==> config.mk <==
export PLATFORM = sky130hd
export DESIGN_NAME = sync_fifo_ext
export DESIGN_NICKNAME = d
export VERILOG_FILES = /design/src/rtl/sync_fifo_ext.sv
export SDC_FILE = /design/constraint.sdc
export NUM_CORES = 1
export LEC_CHECK = 0
export CAP_MARGIN = 25
export CORE_UTILIZATION = 36
export CTS_BUF_LIST = sky130_fd_sc_hd__clkbuf_16
export CTS_CLUSTER_DIAMETER = 30
export DETAILED_ROUTE_END_ITERATION = 10
export HOLD_SLACK_MARGIN = 0.02
export PLACE_DENSITY_LB_ADDON = 0.25
export SYNTH_ARGS = -nofsm -noshare
export SYNTH_HDL_FRONTEND = slang
export SYNTH_SLANG_ARGS = --single-unit
==> constraint.sdc <==
create_clock -name clk -period 5.4 [get_ports clk]
set_input_delay 0.54 -clock clk [delete_from_list [all_inputs] [get_ports clk]]
set_output_delay 0.54 -clock clk [all_outputs]
set_load 0.005 [all_outputs]
==> src/rtl/sync_fifo_ext.sv <==
// Single-clock FIFO with registered-read or first-word-fall-through output,
// occupancy/threshold flags, high-water tracking and overflow/underflow pulses.
module sync_fifo_ext #(
  parameter int unsigned WIDTH              = 4,
  parameter int unsigned DEPTH              = 16,
  parameter int unsigned FWFT               = 0,
  parameter int unsigned ALMOST_FULL_DEPTH  = 14,
  parameter int unsigned ALMOST_EMPTY_DEPTH = 2
) (
  input  logic                     clk,
  input  logic                     rst,
  input  logic                     flush,
  input  logic                     wren,
  input  logic [WIDTH-1:0]         din,
  input  logic                     rden,
  output logic [WIDTH-1:0]         dout,
  output logic                     dout_valid,
  output logic                     full,
  output logic                     empty,
  output logic                     almost_full,
  output logic                     almost_empty,
  output logic [$clog2(DEPTH):0]   fifo_counter,
  output logic [$clog2(DEPTH):0]   high_water,
  output logic                     overflow,
  output logic                     underflow
);

  localparam int unsigned AW = $clog2(DEPTH);
  localparam int unsigned CW = AW + 1;

  logic [WIDTH-1:0] mem_q [DEPTH];

  logic [AW-1:0]    wr_ptr_q, wr_ptr_d;
  logic [AW-1:0]    rd_ptr_q, rd_ptr_d;
  logic [CW-1:0]    count_q, count_d;
  logic [CW-1:0]    high_water_q, high_water_d;
  logic             full_q, full_d;
  logic             empty_q, empty_d;
  logic             almost_full_q, almost_full_d;
  logic             almost_empty_q, almost_empty_d;
  logic [WIDTH-1:0] dout_q, dout_d;
  logic             dout_valid_q, dout_valid_d;
  logic             overflow_q, overflow_d;
  logic             underflow_q, underflow_d;

  logic             rd_acc_c;
  logic             wr_acc_c;
  logic [WIDTH-1:0] head_c;

  // A read needs stored data; a write into a full FIFO is fine only when a read frees a slot.
  always_comb begin
    rd_acc_c = rden && !flush && !empty_q;
    wr_acc_c = wren && !flush && (!full_q || rd_acc_c);
  end

  // Next-state for pointers, occupancy, flags and read data.
  always_comb begin
    wr_ptr_d     = wr_ptr_q;
    rd_ptr_d     = rd_ptr_q;
    count_d      = count_q;
    dout_d       = dout_q;
    dout_valid_d = 1'b0;
    overflow_d   = 1'b0;
    underflow_d  = 1'b0;

    if (flush) begin
      wr_ptr_d = '0;
      rd_ptr_d = '0;
      count_d  = '0;
    end else begin
      if (wr_acc_c) wr_ptr_d = wr_ptr_q + AW'(1);
      if (rd_acc_c) rd_ptr_d = rd_ptr_q + AW'(1);
      if (wr_acc_c && !rd_acc_c)      count_d = count_q + CW'(1);
      else if (rd_acc_c && !wr_acc_c) count_d = count_q - CW'(1);
      if (rd_acc_c) begin
        dout_d       = mem_q[rd_ptr_q];
        dout_valid_d = 1'b1;
      end
      overflow_d  = wren && !wr_acc_c;
      underflow_d = rden && empty_q;
    end

    full_d         = (count_d == CW'(DEPTH));
    empty_d        = (count_d == '0);
    almost_full_d  = (count_d >= CW'(ALMOST_FULL_DEPTH));
    almost_empty_d = (count_d <= CW'(ALMOST_EMPTY_DEPTH));

    if (flush)                        high_water_d = '0;
    else if (count_d > high_water_q)  high_water_d = count_d;
    else                              high_water_d = high_water_q;
  end

  always_ff @(posedge clk) begin
    if (rst) begin
      wr_ptr_q       <= '0;
      rd_ptr_q       <= '0;
      count_q        <= '0;
      high_water_q   <= '0;
      full_q         <= 1'b0;
      empty_q        <= 1'b1;
      almost_full_q  <= 1'b0;
      almost_empty_q <= 1'b1;
      dout_q         <= '0;
      dout_valid_q   <= 1'b0;
      overflow_q     <= 1'b0;
      underflow_q    <= 1'b0;
    end else begin
      wr_ptr_q       <= wr_ptr_d;
      rd_ptr_q       <= rd_ptr_d;
      count_q        <= count_d;
      high_water_q   <= high_water_d;
      full_q         <= full_d;
      empty_q        <= empty_d;
      almost_full_q  <= almost_full_d;
      almost_empty_q <= almost_empty_d;
      dout_q         <= dout_d;
      dout_valid_q   <= dout_valid_d;
      overflow_q     <= overflow_d;
      underflow_q    <= underflow_d;
    end
  end

  // Storage carries no reset; only pointers and count define what is valid.
  always_ff @(posedge clk) begin
    if (!rst && wr_acc_c) mem_q[wr_ptr_q] <= din;
  end

  // Fall-through head is forced to zero while empty so stale storage never shows.
  always_comb begin
    head_c = empty_q ? '0 : mem_q[rd_ptr_q];
  end

  assign dout         = (FWFT != 0) ? head_c   : dout_q;
  assign dout_valid   = (FWFT != 0) ? !empty_q : dout_valid_q;
  assign full         = full_q;
  assign empty        = empty_q;
  assign almost_full  = almost_full_q;
  assign almost_empty = almost_empty_q;
  assign fifo_counter = count_q;
  assign high_water   = high_water_q;
  assign overflow     = overflow_q;
  assign underflow    = underflow_q;

endmodule

Yosys cells after proc, flatten, opt, wreduce, memory -nomap -nowiden
Memory sizes are Yosys's and may differ from the RTL's. A register that Yosys moved wholly into a read port is not among the register bits.
Cells that the tools add are included.
W data, S select, Z words.
- register bits: 25
- memory bits (writable): 64
- input port bits: 9
- word-level logic and storage cells: 46
- memories kept: 1
- add/subtract/negate cells: 4
- order comparisons: 3
- equality and inequality tests: 1
- muxes and demuxes: 6
- bitwise logic cells: 1
- reduce and logical (&&, ||, !) cells: 19
- memory list (name ; depth ; width ; read ports ; clocked after Yosys merged registers in ; wr ports ; RTL line ; source):
    mem_q ; 16 ; 4 ; 1 ; 1 ; 1 ; 31 ; logic [WIDTH-1:0] mem_q [DEPTH];
- operators with widths (kind ; count):
    $mux W5 ; 3
    $logic_and A1 B1 Y1 ; 9
    $add A4 B1 Y4 const B ; 2
    $logic_not A1 Y1 ; 6
    $add A5 B1 Y5 const B ; 1
    $eq A5 B5 Y1 const B ; 1
    $ge A5 B4 Y1 const B ; 1
    $gt A5 B5 Y1 ; 1
    $le A5 B2 Y1 const B ; 1
    $logic_not A5 Y1 ; 1
    $sub A5 B1 Y5 const B ; 1
    $mux W1 ; 3
    $reduce_and A2 Y1 ; 1
    $reduce_or A2 Y1 ; 1
    $logic_or A1 B1 Y1 ; 1
    $not A1 Y1 ; 1

Longest topological paths before layout
Gate-level depths: netlist of the first run.
- depth after elaboration: 11
- depth in mapped cells: 12

Worst setup path after synthesis of the first run
No wires, ideal clock.
- path kind: input to register
- from: input port rden
- to: register high_water_q[2], in the netlist high_water[2]
- library setup time: 0.121 ns
- arrival time: 2.991 ns
- path slack: 2.288 ns
- stages on the path: 11
- path through: nor2b_4 -> or4_4 -> and4_4 -> nor2_1 -> inv_1 -> ha_1 -> a21o_1 -> a221oi_1 -> o32ai_2 -> a31oi_4 -> mux2_4
- cells in the longest elaborated chain, start to end: 10
- elaborated cells on any way between the ends: 12
- ends and longest elaborated chain (element ; RTL line ; source):
    from (decl) ; 15 ; input logic rden,
    $logic_and A1 B1 Y1 (*) (2 in a row) ; 52 ; rd_acc_c = rden && !flush && !empty_q;
    $logic_or A1 B1 Y1 ; 53 ; wr_acc_c = wren && !flush && (!full_q || rd_acc_c);
    $logic_and A1 B1 Y1 ; 53 ;
    $logic_not A1 Y1 ; 74 ; else if (rd_acc_c && !wr_acc_c) count_d = count_q - CW'(1);
    $logic_and A1 B1 Y1 ; 74 ;
    $mux W5 ; 74 ;
    $mux W5 (*) ; 73 ; if (wr_acc_c && !rd_acc_c) count_d = count_q + CW'(1);
    $mux W5 (*) ; 66 ; if (flush) begin
    net count_d[3] ; 35 ; logic [CW-1:0] count_q, count_d;
    $gt A5 B5 Y1 (*) ; 89 ; else if (count_d > high_water_q) high_water_d = count_d;
    to (signal assigned) ; 111 ; high_water_q <= high_water_d;
    to (decl) ; 36 ; logic [CW-1:0] high_water_q, high_water_d;
Mark *: on every way through the listed nets, which the timed path passes. The rest lies on a longest branch.
A chain may end at the register's enable or synchronous reset.

Final worst setup path of the first run
- from: input port flush
- to: register high_water_q[2], in the netlist high_water[2]
- cells in the longest elaborated chain, start to end: 11
- elaborated cells on any way between the ends: 15
- ends and longest elaborated chain (element ; RTL line ; source):
    from (decl) ; 12 ; input logic flush,
    $logic_not A1 Y1 ; 52, 53 ;
    $logic_and A1 B1 Y1 (2 in a row) ; 52 ;
    $logic_or A1 B1 Y1 ; 53 ;
    $logic_and A1 B1 Y1 ; 53 ;
    $logic_not A1 Y1 ; 74 ;
    $logic_and A1 B1 Y1 ; 74 ;
    $mux W5 ; 74 ;
    $mux W5 ; 73 ;
    $mux W5 (*) ; 66 ;
    net count_d[4] ; 35 ;
    $gt A5 B5 Y1 (*) ; 89 ;
Marked as above.

==> impl_results.md, run 1 <==
- Crit path launch type: input port
- Final hold vios: 0
- Root Driver: clkbuf_16
- Hold buffers post-CTS: 0
- Drt first-iter violations: 166
- Worst setup margin: 1644 ps
- Avg WL per Cell: 16.65 µm
- Post-route minimum period: 3756 ps
- DR vias: 2307
- Sequential area share after synthesis: 62.46%
- Gp weighted congestion: approximately 0.80
- Drt pass-1 iters: 4
- RSZ-0062 raised after global routing: no
- CP Max Fanout: 13
- Critical path class: in -> reg
- Ratio of cells with drive above 1 in the final layout: 15.46%
- FMAX: 0.2663 GHz
- P&R area growth vs syn: 17.52%
- Dpl cells: about 440
- Finished Layout Cells: 457
- Die W: 107.5 µm
- Mapped Cells: between 200 and 300
- Die ar.: 0.01155 mm²
- Ys flop type: edfxtp_1
- Hold WC Path Type: reg -> reg
- Final period util: 69.55%
- Postcts setup bufs: 0
- Reg-to-Reg End: high_water[2]$_SDFFE_PP0N_
- Critical path required time: 5620 ps
- Die Y: ~110 µm
- GRT Util Overall: 14.20%
- Rel. slew slack: a little over a third
- Synth unique cells: 49
- Post-synthesis cell area: 0.004006 mm²
- TritonCTS clock tree: done
- Clock sink count: 93
- Final Slew Violations: 0
- IR drop worst, VDD: 0.1530 mV
- Placed cell areas: 0.004418 mm²
- Initial antenna violation count: 0
- Endpoints failing setup: 0
- Row count: 38
- Ys async rst share: 0%
- WL final: between 7000 and 8000 µm
- R2R setup slack: 2130 ps
- CTS Buffer Depth: 2
- Drt drc: 0
- Pwr/cell area: 314.5 mW/mm²
- Min-delay src: dout[2]$_SDFFE_PP0P_
- PortBufs: 29
- Outcome: completed
- Pin count of the biggest net entering global routing: 20
- R2R Path Start: empty$_SDFF_PP1_
- Leakage: 0.001606 µW
- Worst skew pair latency: 340 ps
- Pre-CTS setup slack: 1375 ps
- Setup TNS: 0 ps
- Post-route cell area: between 0.004 and 0.005 mm²
- Worst-Margin Slew: 974.4 ps
- ANT nets after route: 0
- Final-stage net count: 332
- CP Capture Type: register
- Synthesized flop and latch total: 93
- Detail Placement HPWL: 5299 µm
- Worst hold path cell count: 2
- Commonest non-fill, non-tap cell in the layout: edfxtp_1
- Setup Skew: roughly 13 ps
- WP data arrival: 3980 ps
- Grt total ovfl: 0
- Clock transition at path regs: 70 ps
- Commonest non-fill, non-tap cells in the layout: edfxtp_1 (64), nor2_1 (31), dfxtp_1 (29), clkdlybuf4s50_1 (29), nand2_1 (25)
- Via/cell ratio: 5.048
- Number of synthesized flops with an enable pin: 64
- IO Count: 30
- Hold Crit Endpoint: dout[2]$_SDFFE_PP0P_
- Global-route wire length before repair: 11940 µm
- H-tree depth: 3
- ANT cells: 0
- PostCTS Resize Cnt: 0
- Post-synthesis area per instance: roughly 14 µm²
- Number of global-route vias before repair: 2273
- Starting Density: approximately 37%
- FF-to-FF path depth: 10
- Ys Warns: 0
- Core area: 0.01084 mm²
- Syn Nets: 303
- Max-Cap Viols: 0
- Total CTS buffers: 9
registers in the layout, indices dropped and copies added, names as in the netlist, 4 cells and up:
signal        cells
mem_q            64
dout              4
rd_ptr_q          4
high_water        5
fifo_counter      5
wr_ptr_q          4
stage by stage:
step / util (%) / hold WS [ps] / total power [µW]
after floorplan: - / 452.7 / 847.3
after global placement: 40.75 / 444.8 / 882.9
after detailed placement: 40.75 / 449.9 / 883.7
after CTS: 43.43 / 459.3 / 1493
after global routing: 43.43 / 497.6 / 1529
final: 43.43 / 456.2 / 1481
metal layers:
layer  share of wire [%]  global-route usage, %
met1                  49                  19.97
met2                  45                  21.29
met3                 4.9                  3.753
met4                 1.1                  4.697
met5                   0                      0
synthesized netlist by cell type (2+ instances only):
| master | instances | area, µm² |
|---|---|---|
| edfxtp_1 | 64 | 1922 |
| nor2_1 | 31 | 116.4 |
| dfxtp_1 | 29 | 580.6 |
| nand2_1 | 25 | 93.84 |
| mux4_2 | 20 | 450.4 |
| inv_1 | 14 | 52.55 |
| ha_1 | 11 | 137.6 |
| a21oi_1 | 9 | 45.04 |
| nor3_1 | 8 | 40.04 |
| o21ai_0 | 5 | 25.02 |
| xor2_1 | 5 | 43.79 |
| and3_1 | 4 | 25.02 |
| mux2i_1 | 4 | 40.04 |
| nand2b_1 | 4 | 25.02 |
| buf_1 | 3 | 11.26 |
| buf_2 | 3 | 15.01 |
| clkbuf_1 | 3 | 11.26 |
| nand4_1 | 3 | 18.77 |
| xnor2_1 | 3 | 26.28 |
| a21o_1 | 2 | 15.01 |
| nand3_1 | 2 | 10.01 |
| nor2b_1 | 2 | 12.51 |
| o31ai_2 | 2 | 25.02 |
| or3_1 | 2 | 12.51 |
area by class of cell:
class,instances,area (µm²)
clock inverters,7,65.06
repair buffers,30,297.8
fillers,977,6132
flip-flops and latches,93,2502
well taps,140,175.2
multi-input cells,164,1390
clock buffers,9,225.2
inverters,14,52.55
worst max-delay path: stages:
cell and delay (ps):
clkdlybuf4s50_1 630, nor4b_1 560, and3_1 230, o21ai_0 100
and3_1 260, ha_1 330, and3_1 220, a221oi_1 310
o32ai_2 180, a31oi_4 280, mux2_4 330
worst max-delay path by stage:
stage	start	cells after the start	slack [ps]	endpoint
detailed placement	flush	11	1370	high_water[2]$_SDFFE_PP0N_
CTS	flush	11	1710	high_water[2]$_SDFFE_PP0N_
global placement	flush	11	1470	high_water[2]$_SDFFE_PP0N_
floorplan	rden	11	2290	high_water[2]$_SDFFE_PP0N_
finish	flush	11	1640	high_water[2]$_SDFFE_PP0N_
global route	flush	11	1440	high_water[2]$_SDFFE_PP0N_
power by group:
group | internal [µW] | switching [µW]
clock | 325 | 288
sequential | 767 | 7.41
combinational | 43.5 | 49.9
total | 1140 | 345
cells by family (layout without fill, tap and decap cells):
logic type      after synthesis  in the layout  synth area share, %
flops                        93             93                62.46
xor+xnor                      8              8                1.749
compound gates               28             28                5.434
simple gates                 92             92                11.46
buf+inv                      26             60                2.842
mux                          25             25                12.62
fa+ha+maj                    11             11                3.435
No activity file was read; power rests on OpenSTA's default activity.
==> run 2: changes to the inputs <==
==> constraint.sdc (replaced) <==
create_clock -name clk -period 3.2 [get_ports clk]
set_input_delay 0.32 -clock clk [delete_from_list [all_inputs] [get_ports clk]]
set_output_delay 0.32 -clock clk [all_outputs]
set_load 0.005 [all_outputs]
==> impl_results.md, run 2 (synthesis gave the netlist of run 1 again) <==
- Die Y: between 100 and 150 µm
- CP Capture Type: register
- Leakage: around 0.0018 µW
- Hold buffers post-CTS: 0
- Finished Core Util: 45.72%
- Drt first-iter violations: 160
- Critical path required time: 3430 ps
- PortBufs: 29
- Postcts setup bufs: 0
- Post-route minimum period: 2997 ps
- Gp weighted congestion: ~0.77
- Internal: about 2000 µW
- Max-Cap Viols: 0
- Starting Density: 36.96%
- ANT cells: 0
- Grt total ovfl: 0
- Initial antenna violation count: 0
- Via/cell ratio: just under 5
- WP data arrival: about 3200 ps
- Endpoints failing setup: 0
- DR vias: 2404
- Rel. slew slack: 61.94%
- P&R area growth vs syn: 23.70%
- Final hold vios: 0
- TritonCTS clock tree: done
- Crit path launch type: register
- Number of global-route vias before repair: 2432
- Critical path class: reg -> reg
- Worst-Margin Slew: 569.0 ps
- Final period util: roughly 94%
- Commonest non-fill, non-tap cells in the layout: edfxtp_1 (64), nor2_1 (30), dfxtp_1 (28), buf_4 (28), clkdlybuf4s50_1 (26)
- Commonest non-fill, non-tap cell in the layout: edfxtp_1
- Avg WL per Cell: around 17 µm
- Slowest Stage Delay on Critical Path: 410 ps
- Crit-path slowest cell: dfxtp_1
- Total CTS buffers: 9
- Setup TNS: 0 ps
- Detail Placement HPWL: 5642 µm
- Sw Ratio: 21.96%
- H-tree depth: 3
- Outcome: completed
- CP most frequent cell: and3_1
- Comb power frac: approximately 7.7%
- CP Max Fanout: 5
- Reg with most FFs: mem_q
- CTS Buffer Depth: 2
- WL final: between 8000 and 9000 µm
- Final-stage net count: between 300 and 400
- Worst skew pair latency: 340 ps
- Root Driver: clkbuf_16
- Core area: 0.01084 mm²
- Die W: roughly 110 µm
- ANT nets after route: 0
- Die ar.: around 0.012 mm²
- Pin count of the biggest net entering global routing: 20
- Drt pass-1 iters: 7
- Ratio of cells with drive above 1 in the final layout: 22.67%
- GRT Util Overall: between 10% and 20%
- Clock transition at path regs: 60 ps
- Final Slew Violations: 0
- Pre-CTS setup slack: -253.9 ps
- Global-route wire length before repair: between 10000 and 15000 µm
- Finished Layout Cells: a little under 500
- Clock sink count: slightly above 90
- Cells along the critical path: inv_1 > ha_1 > and3_1 > or3_1 > and3_1 > ha_1 > and3_1 > a221oi_2 > o32ai_4 > a31oi_4 > mux2_4
- Clock network power share: 41.5%
- Pwr/cell area: 519.0 mW/mm²
- Worst setup margin: about 200 ps
- Dpl cells: 468
- Drt drc: 0
- Setup Skew: 9.148 ps
- IR drop worst, VDD: around 0.22 mV
- Max FFs per register: between 60 and 70
- IO Count: 30
- Net Switching: 564.9 µW
- Row count: 38
- FMAX: 0.3336 GHz
- Hold WC Path Type: in -> reg
- Flop pwr share: 50.8%
run 2: routing by layer:
| metal | vias up | GRT usage (%) | routed length (µm) |
|---|---|---|---|
| li1 | 1166 | - | - |
| met1 | 1179 | 21.39 | 3752 |
| met2 | 51 | 24.04 | 3856 |
| met3 | 8 | 3.087 | 358 |
| met4 | 0 | 6.458 | 95 |
| met5 | - | 0 | 0 |
run 2: path summary, 6_finish.rpt:
kind,startpoint,endpoint,slack (ps),cells past startpoint
hold reg to reg,dout[3]$_SDFFE_PP0P_,dout[3]$_SDFFE_PP0P_,460,2
setup / recovery,fifo_counter[0]$_SDFF_PP0_,high_water[2]$_SDFFE_PP0N_,200,11
setup reg to reg,fifo_counter[0]$_SDFF_PP0_,high_water[2]$_SDFFE_PP0N_,200,11
hold / removal,rden,underflow$_SDFF_PP0_,310,2
run 2: power groups by stage:
stage               combinational [µW]  sequential [µW]  clock [µW]
detailed placement                 189             1330           0
floorplan                         97.9             1330           0
finish                             198             1310        1070
global route                       219             1310        1130
CTS                                191             1310        1100
global placement                   187             1330           0
run 2: timing repair:
| item | CTS | global route |
|---|---|---|
| gates resized for setup | 0 | 8 |
| setup endpoints to repair | 0 | 5 |
| hold endpoints to repair | 0 | 0 |
run 2: critical path, delay by kind of cell, from the launching register on:
family / cells / cell delay (ps)
multiplexers: 1 / 310
adder cells (fa/ha/maj): 2 / 500
AND/OR/NAND/NOR: 4 / 900
AO/OA/AOI/OAI: 3 / 660
buffers and inverters: 1 / 100
flip-flops: 1 / 410
run 2: cell type report:
class | count | area [µm²]
clock buffers | 9 | 225.2
clock inverters | 7 | 75.07
fillers | 953 | 5884
inverters | 14 | 52.55
multi-input cells | 164 | 1416
flip-flops and latches | 93 | 2504
well taps | 140 | 175.2
repair buffers | 57 | 508.0
run 2: stage by stage:
stage / total power (µW) / instance area [µm²] / hold slack (ps)
after floorplan: 1430 / 4006 / 418.9
after global placement: 1519 / 4621 / 449.3
after detailed placement: 1522 / 4621 / 454.8
after CTS: 2593 / 4921 / 463.6
after global routing: 2662 / 4956 / 344.1
final: 2572 / 4956 / 314.7
